`src/rtl/rv32i_pkg.sv`:
```
// rtl/rv32i_pkg.sv - shared widths, state encoding and byte counts for the d_cache preload path
//
// Purpose : common constants used by dmem_preloader and preload_byte_packer.
// Ports   : none (package).
// Macro   : DMEM_PRELOAD_CSUM_EN adds the TAIL (checksum byte) state to preload_state_e.
package rv32i_pkg;

    localparam int DPW = 32;              // data word width
    localparam int ADW = 7;               // d_cache byte address width (120-byte array)

    localparam int PreloadHdrBytes = 4;   // bytes per header field (BASE, COUNT)
    localparam int WordBytes       = DPW / 8;

    typedef enum logic [2:0] {
        ST_IDLE,
        ST_HDR_ADDR,
        ST_HDR_CNT,
        ST_DATA,
        ST_WRITE,
`ifdef DMEM_PRELOAD_CSUM_EN
        ST_TAIL,
`endif
        ST_DONE
    } preload_state_e;

endpackage

```
`src/rtl/preload_byte_packer.sv`:
```
// rtl/preload_byte_packer.sv - little-endian byte-to-word assembler shared by header and data fields
//
// Purpose : shifts accepted bytes into a word, first byte ending up in bits [7:0].
//           o_word is the word including the byte being accepted this cycle, so
//           o_word is complete in the same cycle o_word_valid pulses.
// Ports   : clk, arst_ni      clock, asynchronous active-low reset
//           i_clear           restart byte counting at byte 0
//           i_accept, i_byte  byte handshake completed this cycle, and its value
//           o_word            assembled word (valid while o_word_valid)
//           o_word_valid      last byte of a word is being accepted
module preload_byte_packer
    import rv32i_pkg::*;
#(
    parameter int Bytes = WordBytes
) (
    input  logic               clk,
    input  logic               arst_ni,
    input  logic               i_clear,
    input  logic               i_accept,
    input  logic [7:0]         i_byte,
    output logic [8*Bytes-1:0] o_word,
    output logic               o_word_valid
);

    localparam int CntW = $clog2(Bytes);
    localparam logic [CntW-1:0] LastIdx = CntW'(Bytes - 1);

    logic [CntW-1:0]          r_cnt;
    // Only the first Bytes-1 bytes need storing; the last one comes straight from i_byte.
    logic [8*(Bytes-1)-1:0]   r_shift;

    assign o_word       = {i_byte, r_shift};
    assign o_word_valid = i_accept && (r_cnt == LastIdx);

    always_ff @(posedge clk or negedge arst_ni) begin
        if (!arst_ni) begin
            r_cnt   <= '0;
            r_shift <= '0;
        end else if (i_clear) begin
            r_cnt   <= '0;
        end else if (i_accept) begin
            r_shift <= {i_byte, r_shift[8*(Bytes-1)-1:8]};
            r_cnt   <= o_word_valid ? '0 : r_cnt + CntW'(1);
        end
    end

endmodule

```
`src/rtl/dmem_preloader.sv`:
```
// rtl/dmem_preloader.sv - byte-stream loader that writes words into the d_cache preload port
//
// Purpose : parses BASE(4) | COUNT(4) | COUNT*4 data bytes (all little-endian) and issues
//           one data_en_o write per word at BASE + 4*i (wrapping in ADW bits).
// Ports   : clk, arst_ni                  clock, asynchronous active-low reset
//           start_i                       pulse that opens a session (ignored while busy)
//           s_data_i, s_valid_i, s_ready_o byte stream handshake
//           data_en_o, input_addr_o, input_data_o   d_cache preload write
//           busy_o                        session in progress (holds core in reset)
//           done_o                        one-cycle end-of-session pulse
//           err_o                         sticky error of the last session
// Macro   : DMEM_PRELOAD_CSUM_EN - after the data a TAIL byte is accepted and compared against
//           the XOR of all data bytes; a mismatch sets err_o.
module dmem_preloader #(
    parameter int DPW      = rv32i_pkg::DPW,
    parameter int ADW      = rv32i_pkg::ADW,
    parameter int MaxWords = 30
) (
    input  logic           clk,
    input  logic           arst_ni,
    input  logic           start_i,
    input  logic [7:0]     s_data_i,
    input  logic           s_valid_i,
    output logic           s_ready_o,
    output logic           data_en_o,
    output logic [DPW-1:0] input_addr_o,
    output logic [DPW-1:0] input_data_o,
    output logic           busy_o,
    output logic           done_o,
    output logic           err_o
);

    import rv32i_pkg::*;

    localparam int CntW      = $clog2(MaxWords + 1);
    localparam int PackBytes = (PreloadHdrBytes > WordBytes) ? PreloadHdrBytes : WordBytes;

`ifdef DMEM_PRELOAD_CSUM_EN
    localparam preload_state_e StAfterData = ST_TAIL;
`else
    localparam preload_state_e StAfterData = ST_DONE;
`endif

    preload_state_e          r_state;
    preload_state_e          w_state_nxt;

    logic                    w_ready;
    logic                    w_accept;
    logic                    w_pack_accept;
    logic                    w_start;
    logic [8*PackBytes-1:0]  w_word;
    logic                    w_word_valid;
    logic                    w_cnt_zero;
    logic                    w_cnt_over;
    logic [CntW-1:0]         w_idx_nxt;
    logic [ADW-1:0]          w_offset;

    logic [ADW-1:0]          r_base;
    logic [ADW-1:0]          r_addr;
    logic [CntW-1:0]         r_count;
    logic [CntW-1:0]         r_idx;
    logic [DPW-1:0]          r_data;
    logic                    r_err;
`ifdef DMEM_PRELOAD_CSUM_EN
    logic [7:0]              r_csum;
`endif

    // Ready depends on state only, so the packer's word_valid can feed the FSM without a loop.
    always_comb begin
        w_ready = 1'b0;
        unique case (r_state)
            ST_HDR_ADDR, ST_HDR_CNT, ST_DATA: w_ready = 1'b1;
`ifdef DMEM_PRELOAD_CSUM_EN
            ST_TAIL:                          w_ready = 1'b1;
`endif
            default:                          w_ready = 1'b0;
        endcase
    end

    assign s_ready_o     = w_ready;
    assign w_accept      = s_valid_i && w_ready;
    // The checksum byte is not part of any word, keep it out of the packer.
    assign w_pack_accept = w_accept && (r_state inside {ST_HDR_ADDR, ST_HDR_CNT, ST_DATA});
    assign w_start       = (r_state == ST_IDLE) && start_i;

    assign w_cnt_zero = (w_word == '0);
    assign w_cnt_over = (w_word > DPW'(MaxWords));   // full 32-bit compare: high COUNT bits matter
    assign w_idx_nxt  = r_idx + CntW'(1);
    assign w_offset   = ADW'({r_idx, 2'b00});

    preload_byte_packer #(
        .Bytes        (PackBytes)
    ) u_packer (
        .clk          (clk),
        .arst_ni      (arst_ni),
        .i_clear      (w_start),
        .i_accept     (w_pack_accept),
        .i_byte       (s_data_i),
        .o_word       (w_word),
        .o_word_valid (w_word_valid)
    );

    always_ff @(posedge clk or negedge arst_ni) begin
        if (!arst_ni) begin
            r_state <= ST_IDLE;
        end else begin
            r_state <= w_state_nxt;
        end
    end

    always_comb begin
        w_state_nxt = r_state;
        data_en_o   = 1'b0;
        busy_o      = 1'b1;
        done_o      = 1'b0;
        unique case (r_state)
            ST_IDLE: begin
                busy_o = 1'b0;
                if (start_i) w_state_nxt = ST_HDR_ADDR;
            end
            ST_HDR_ADDR: begin
                if (w_word_valid) w_state_nxt = ST_HDR_CNT;
            end
            ST_HDR_CNT: begin
                if (w_word_valid) begin
                    if (w_cnt_zero)      w_state_nxt = StAfterData;
                    else if (w_cnt_over) w_state_nxt = ST_DONE;
                    else                 w_state_nxt = ST_DATA;
                end
            end
            ST_DATA: begin
                if (w_word_valid) w_state_nxt = ST_WRITE;
            end
            ST_WRITE: begin
                data_en_o   = 1'b1;
                w_state_nxt = (w_idx_nxt < r_count) ? ST_DATA : StAfterData;
            end
`ifdef DMEM_PRELOAD_CSUM_EN
            ST_TAIL: begin
                if (s_valid_i) w_state_nxt = ST_DONE;
            end
`endif
            ST_DONE: begin
                busy_o      = 1'b0;
                done_o      = 1'b1;
                w_state_nxt = ST_IDLE;
            end
            default: begin
                busy_o      = 1'b0;
                w_state_nxt = ST_IDLE;
            end
        endcase
    end

    // Address/data are captured as the last byte of a word arrives, so they are stable
    // during the WRITE cycle and simply hold afterwards.
    always_ff @(posedge clk or negedge arst_ni) begin
        if (!arst_ni) begin
            r_base  <= '0;
            r_addr  <= '0;
            r_count <= '0;
            r_idx   <= '0;
            r_data  <= '0;
            r_err   <= 1'b0;
`ifdef DMEM_PRELOAD_CSUM_EN
            r_csum  <= '0;
`endif
        end else begin
            if (w_start) begin
                r_err <= 1'b0;
                r_idx <= '0;
`ifdef DMEM_PRELOAD_CSUM_EN
                r_csum <= '0;
`endif
            end
            if (r_state == ST_HDR_ADDR && w_word_valid) begin
                r_base <= w_word[ADW-1:0];
            end
            if (r_state == ST_HDR_CNT && w_word_valid) begin
                r_count <= w_word[CntW-1:0];
                r_idx   <= '0;
                if (w_cnt_over) r_err <= 1'b1;
            end
            if (r_state == ST_DATA && w_word_valid) begin
                r_addr <= r_base + w_offset;
                r_data <= w_word;
            end
            if (r_state == ST_WRITE) begin
                r_idx <= w_idx_nxt;
            end
`ifdef DMEM_PRELOAD_CSUM_EN
            if (r_state == ST_DATA && w_accept) begin
                r_csum <= r_csum ^ s_data_i;
            end
            if (r_state == ST_TAIL && w_accept && (s_data_i != r_csum)) begin
                r_err <= 1'b1;
            end
`endif
        end
    end

    assign input_addr_o = DPW'(r_addr);
    assign input_data_o = r_data;
    assign err_o        = r_err;

endmodule

```
`config.mk`:
```
export PLATFORM = sky130hd
export DESIGN_NAME = dmem_preloader
export DESIGN_NICKNAME = d
export VERILOG_FILES = /design/src/rtl/rv32i_pkg.sv /design/src/rtl/preload_byte_packer.sv /design/src/rtl/dmem_preloader.sv
export SDC_FILE = /design/constraint.sdc
export NUM_CORES = 1
export LEC_CHECK = 0
export ABC_AREA = 1
export BUFFER_PORTS_ARGS = -buffer_cell sky130_fd_sc_hd__clkbuf_2
export CORE_MARGIN = 2
export CORE_UTILIZATION = 35
export DETAILED_ROUTE_END_ITERATION = 12
export PLACE_DENSITY_LB_ADDON = 0.08
export RECOVER_POWER = 25
export SETUP_SLACK_MARGIN = 0.2
export SYNTH_ARGS = -nofsm -noshare
export SYNTH_HDL_FRONTEND = slang
export SYNTH_SLANG_ARGS = --single-unit
```
`constraint.sdc`:
```
create_clock -name clk -period 1.9 [get_ports clk]
set_input_delay 0.285 -clock clk [delete_from_list [all_inputs] [get_ports clk]]
set_output_delay 0.285 -clock clk [all_outputs]
set_load 0.01 [all_outputs]
```
# Word level (Yosys, flattened, before mapping)
# Cells that the tools add are included.
# totals
output_inout_bits	69
register_bits	86
# op_classes
n_bitwise	1
reduce_logical	16
n_mux	21
order_cmp	2
n_eq_ne	10
addsub	3
# op_table
op	count
32-bit by 5-bit > comparator with 1-bit output, second input constant	1
32-bit logical NOT	1
3-bit 2-to-1 mux	7
5-bit 2-to-1 mux	3
3-bit case mux with 5 select lines	1
7-bit adder	1
1-bit logical AND	7
1-bit 2-to-1 mux	7
3-bit by 2-bit == test with 1-bit output, second input constant	2
3-bit == test, second input constant	2
2-bit 2-to-1 mux	3
2-bit by 1-bit != test with 1-bit output, second input constant	3
3-bit nonzero test	2
5-bit by 1-bit adder with 5-bit output, second input constant	1
5-bit < comparator	1
4-bit AND reduction	1
4-bit OR reduction	1
3-bit by 1-bit == test with 1-bit output, second input constant	1
3-bit logical NOT	1
3-bit OR reduction	1
2-bit by 1-bit adder with 2-bit output, second input constant	1
2-bit == test, second input constant	1
2-bit != test, second input constant	1
2-bit AND reduction	1
2 further kinds	2

# Logic depth before layout (Yosys ltp)
# logic_depth
depth_word	9
depth_mapped	13
mapped_depth_nobuf	13

# Hierarchy
# A second synthesis with hierarchy kept.
# hier_totals
cells_unflattened	492
hier_area_um2	4210.3
# by_module_without_submodules
module	cells_each	area_each_um2	instances
dmem_preloader	364	3009.1	1
preload_byte_packer	128	1201.2	1

# Worst setup path before layout
# No wires, ideal clock.
# synth_timing
path_type	flip-flop to flip-flop
startpoint	reg r_idx[0]
endpoint	reg r_state[2]
stages_incl_launch_ff	11
setup_slack_ns	0.151
arrival_ns	1.616
period_less_slack_ns	1.749
path_cell_list	dfrtp_1 -> ha_1 -> nand3_1 -> xor2_1 -> ha_1 -> nand2_1 -> inv_1 -> o21ai_0 -> nand3_1 -> a21oi_1 -> a21oi_1
# synth_between
elab_chain_len	4
# synth_rtl
element	line	rtl
start: declaration	dmem_preloader.sv:61	logic [CntW-1:0] r_idx;
start signal: assignment	dmem_preloader.sv:189	r_idx <= w_idx_nxt;
5-bit by 1-bit adder with 5-bit output	dmem_preloader.sv:88	assign w_idx_nxt = r_idx + CntW'(1);
5-bit < comparator	dmem_preloader.sv:136	w_state_nxt = (w_idx_nxt < r_count) ? ST_DATA : StAfterData;
3-bit 2-to-1 mux	dmem_preloader.sv:136	
3-bit case mux with 5 select lines	dmem_preloader.sv:116	unique case (r_state)
end signal: assignment	dmem_preloader.sv:107	r_state <= w_state_nxt;
end: declaration	dmem_preloader.sv:44	preload_state_e r_state;
# Every way passes these cells.
# A chain may end at the register's enable or synchronous reset.

# Worst setup path in the final report
# layout_timing
startpoint	reg r_state[1]
endpoint	out busy_o
# layout_between
elab_chain_len	3
elab_cells_between_ends	6
cone_classes	eq/ne (4); mux (1); reduce/logical (1)
# layout_rtl
element	line	rtl
3-bit by 1-bit == test with 1-bit output (tied with other cells)	dmem_preloader.sv:116	
4-bit OR reduction (no source line) (*)	--	
1-bit 2-to-1 mux (*)	dmem_preloader.sv:116	
end: declaration	dmem_preloader.sv:28	output logic busy_o,
# Every way passes the cells marked *; elsewhere a longest branch is shown, timed or not.

==> summary.txt <==
Drt
  – Antenna-violating nets left: 0
  – DR vias: 3015
  – Met3 WL: 333 µm
  – Met1 wire length: 4350 µm
  – Via-to-Cell Ratio: 4.53
  – Drt initial violations: 136
  – Met2 wire len: 3880 µm
  – Top Metal Used: met4
  – WL per Instance: 13.1 µm
  – Total Routed Length: 8690 µm
  – DRT Pass-1 Iters: 4
  – DRC: 0

Timing
  – Crit path time final: 1.77 ns
  – Worst-Margin Slew: 0.895 ns
  – Clock Skews: 0.00533 ns
  – Final setup viols: 0
  – Final period util: 93.3%
  – Final worst slack: 0.127 ns
  – Hold WS: 0.202 ns
  – RSZ-0062 raised after global routing: yes
  – Relative slew slack: 40.3%
  – Final hold vios: 0
  – Fmax: 564 MHz
  – Slew Limit Fails: 0

Critical path
  – Slowest stage delay, CP: 0.40 ns
  – Worst Reg-to-Reg Cells: 13
  – Crit path kind: flop to output pin
  – Stages on the worst setup path: 6
  – CP startpoint: r_state[1]
  – Crit path cell chain: nor2_2 -> inv_2 -> nand2_2 -> inv_4 -> or2_2 -> buf_6
  – Critical Path Fanout Max: 4
  – FF-to-FF Start: r_idx[0]
  – Worst endpoint required time: 1.62 ns
  – Buf/Inv on CP: 3
  – FF-to-FF End: r_state[1]
  – Critical Path Slowest Stage Cell: dfrtp_1
  – R2R Setup Slk: 0.13 ns
  – CP top delay family: simple AND/OR/NAND/NOR gates
  – Worst endpoint data arrival time: 1.49 ns
  – Critical Path Sink: busy_o
  – Critical Path Source Type: flop
  – Crit path capture type: output pin

Die
  – # IOs: 81
  – Initial cell density of the core: 35.8%
  – Core Region: 0.0114 mm²
  – Die Y: 112 µm
  – Die span in x: 112 µm
  – Die area: 0.0125 mm²
  – Site row count: 39

Pwr
  – Total power: 7.33 mW
  – Pwr dens: 1490 mW/mm²
  – Leakage: 2.51 nW
  – Max VDD drop: 0.538 mV

Synthesis
  – Avg Cell Area, Syn: 9.02 µm²
  – Synthesis Warnings: 0
  – Post-Syn Area: 0.00407 mm²
  – Top FF cell, synth: dfrtp_1
  – Post-synth ARST share: 100%
  – Flops & latches, synth: 86
  – Synth Instances: 451
  – Register area share after synthesis: 52.9%
  – Post-synth EDFFs: 0
  – Synth unique cells: 30

Hold path
  – HP Start: s_data_i[4]
  – Hold Path Class: input port to flop

Global route
  – GRT Util Overall: 14.7%
  – Vias in the first global route: 2873
  – Largest net degree at the start of global routing: 53
  – Overflow after GRT: 0
  – Initial antenna violation count: 0
  – Global-route wire length before repair: 14500 µm

Placement
  – Place WS: 0.0539 ns
  – DPL Wire Length: 6260 µm
  – Placer congestion estimate: 0.823
  – IO Port Bufs: 55

Clocking
  – Worst skew pair latency: 0.34 ns
  – H-tree depth: 3
  – CTS root buffer: clkbuf_16
  – Clk buf depth: 2
  – CTS sink count: 86
  – CTS buffer count: 9
  – TritonCTS clock tree: yes
  – CTS clk-pin slew, worst paths: 0.06 ns

Job
  – Max-cap viol count: 0

Finish
  – Commonest non-fill, non-tap cells in the layout: 108 x nand2_1, 85 x dfrtp_1, 54 x clkbuf_2, 49 x inv_1, 41 x o21ai_0
  – Area grow syn2layout: 20.7%
  – Fraction of layout cells with a size suffix above 1: 24.9%
  – Most common cell after layout, fill and taps aside: nand2_1
  – Layout net count: 540
  – Ant. Diodes: 0

Outcome
  – Outcome: complete, no violations
-- synthesized netlist by cell type, types with 5 or more instances --
| cell | count | area, µm² |
|---|---|---|
| o21ai_0 | 44 | 220 |
| nor2_1 | 25 | 93.8 |
| nand2_1 | 110 | 413 |
| dfrtp_1 | 86 | 2150 |
| o21ai_2 | 20 | 175 |
| inv_1 | 51 | 191 |
| buf_6 | 6 | 67.6 |
| a21oi_1 | 7 | 35.0 |
| buf_4 | 25 | 188 |
| o21ai_1 | 14 | 70.1 |
| ha_1 | 10 | 125 |
| xor2_1 | 5 | 43.8 |
| nand3_1 | 16 | 80.1 |
-- power by group --
group / switching (mW) / internal [mW] / total (mW)
Combinational: 1.52 / 1.01 / 2.53
Clock: 0.712 / 1.19 / 1.90
Sequential: 0.447 / 2.46 / 2.90
-- worst min path at each step --
stage	end	slack, ns	depth (start not counted)
4_1_cts	input_data_o[28]	0.20	3
6_report	input_data_o[28]	0.20	3
3_3_place_gp	input_data_o[8]	0.27	1
2_1_floorplan	err_o	-0.01	0
3_5_place_dp	input_data_o[11]	0.27	1
5_1_grt	input_data_o[26]	0.21	3
-- area by class of cell --
| type | count | area [µm²] |
|---|---|---|
| clock buffers | 11 | 243 |
| clock inverters | 5 | 82.6 |
| fillers | 1146 | 6460 |
| inverters | 53 | 201 |
| multi-input cells | 296 | 1600 |
| flip-flops and latches | 86 | 2150 |
| well taps | 143 | 179 |
| repair buffers | 71 | 445 |
-- worst register-to-register path, delay by kind of cell, from the launching register on --
kind,cells,cell delay [ns]
DFF,1,0.40
buffers and inverters,2,0.10
xor gates and xnor gates,1,0.17
and+or+nand+nor,8,0.52
adders and majority gates,2,0.47
-- routing by layer --
metal  global-route usage (%)  vias up
met4                     5.51        0
met5                        0        -
li1                         -     1520
met1                     21.3     1419
met3                     2.78        9
met2                     21.9       67
-- repair_timing --
action	4_1_cts	5_1_grt
hold endpoints to repair	31	0
setup endpoints to repair	4	52
buffers inserted	3	2
pin swaps	3	6
gates resized for setup	4	20
hold buffers	1	0
-- registers in the layout (all words and copies together), names as in the netlist --
register	count
u_packer.r_shift	24
r_state	3
r_idx	5
r_base	7
err_o	1
r_addr	7
input_data_o	32
r_count	5
u_packer.r_cnt	2
-- kinds of logic after synthesis --
| kind of cell | Yosys count | share of synthesized area, % |
|---|---|---|
| buffers and inverters | 93 | 12.1 |
| XOR/XNOR | 7 | 1.51 |
| AO/OA/AOI/OAI | 88 | 12.8 |
| AND/OR/NAND/NOR | 165 | 17.0 |
| other | 1 | 0.0922 |
| flip-flops | 86 | 52.9 |
| adder cells (fa/ha/maj) | 11 | 3.57 |
-- stage by stage --
step | util, % | instance area (µm²) | instances | setup TNS [ns]
3_5_place_dp | 39.0 | 4440 | 643 | 0
5_1_grt | 43.2 | 4910 | 665 | -0.0290
6_report | 43.2 | 4910 | 665 | 0
4_1_cts | 42.4 | 4820 | 663 | 0
2_1_floorplan | - | 4160 | 475 | 0
3_3_place_gp | 39.0 | 4440 | 643 | 0
Note: power is estimated with default switching activity, not from simulation.
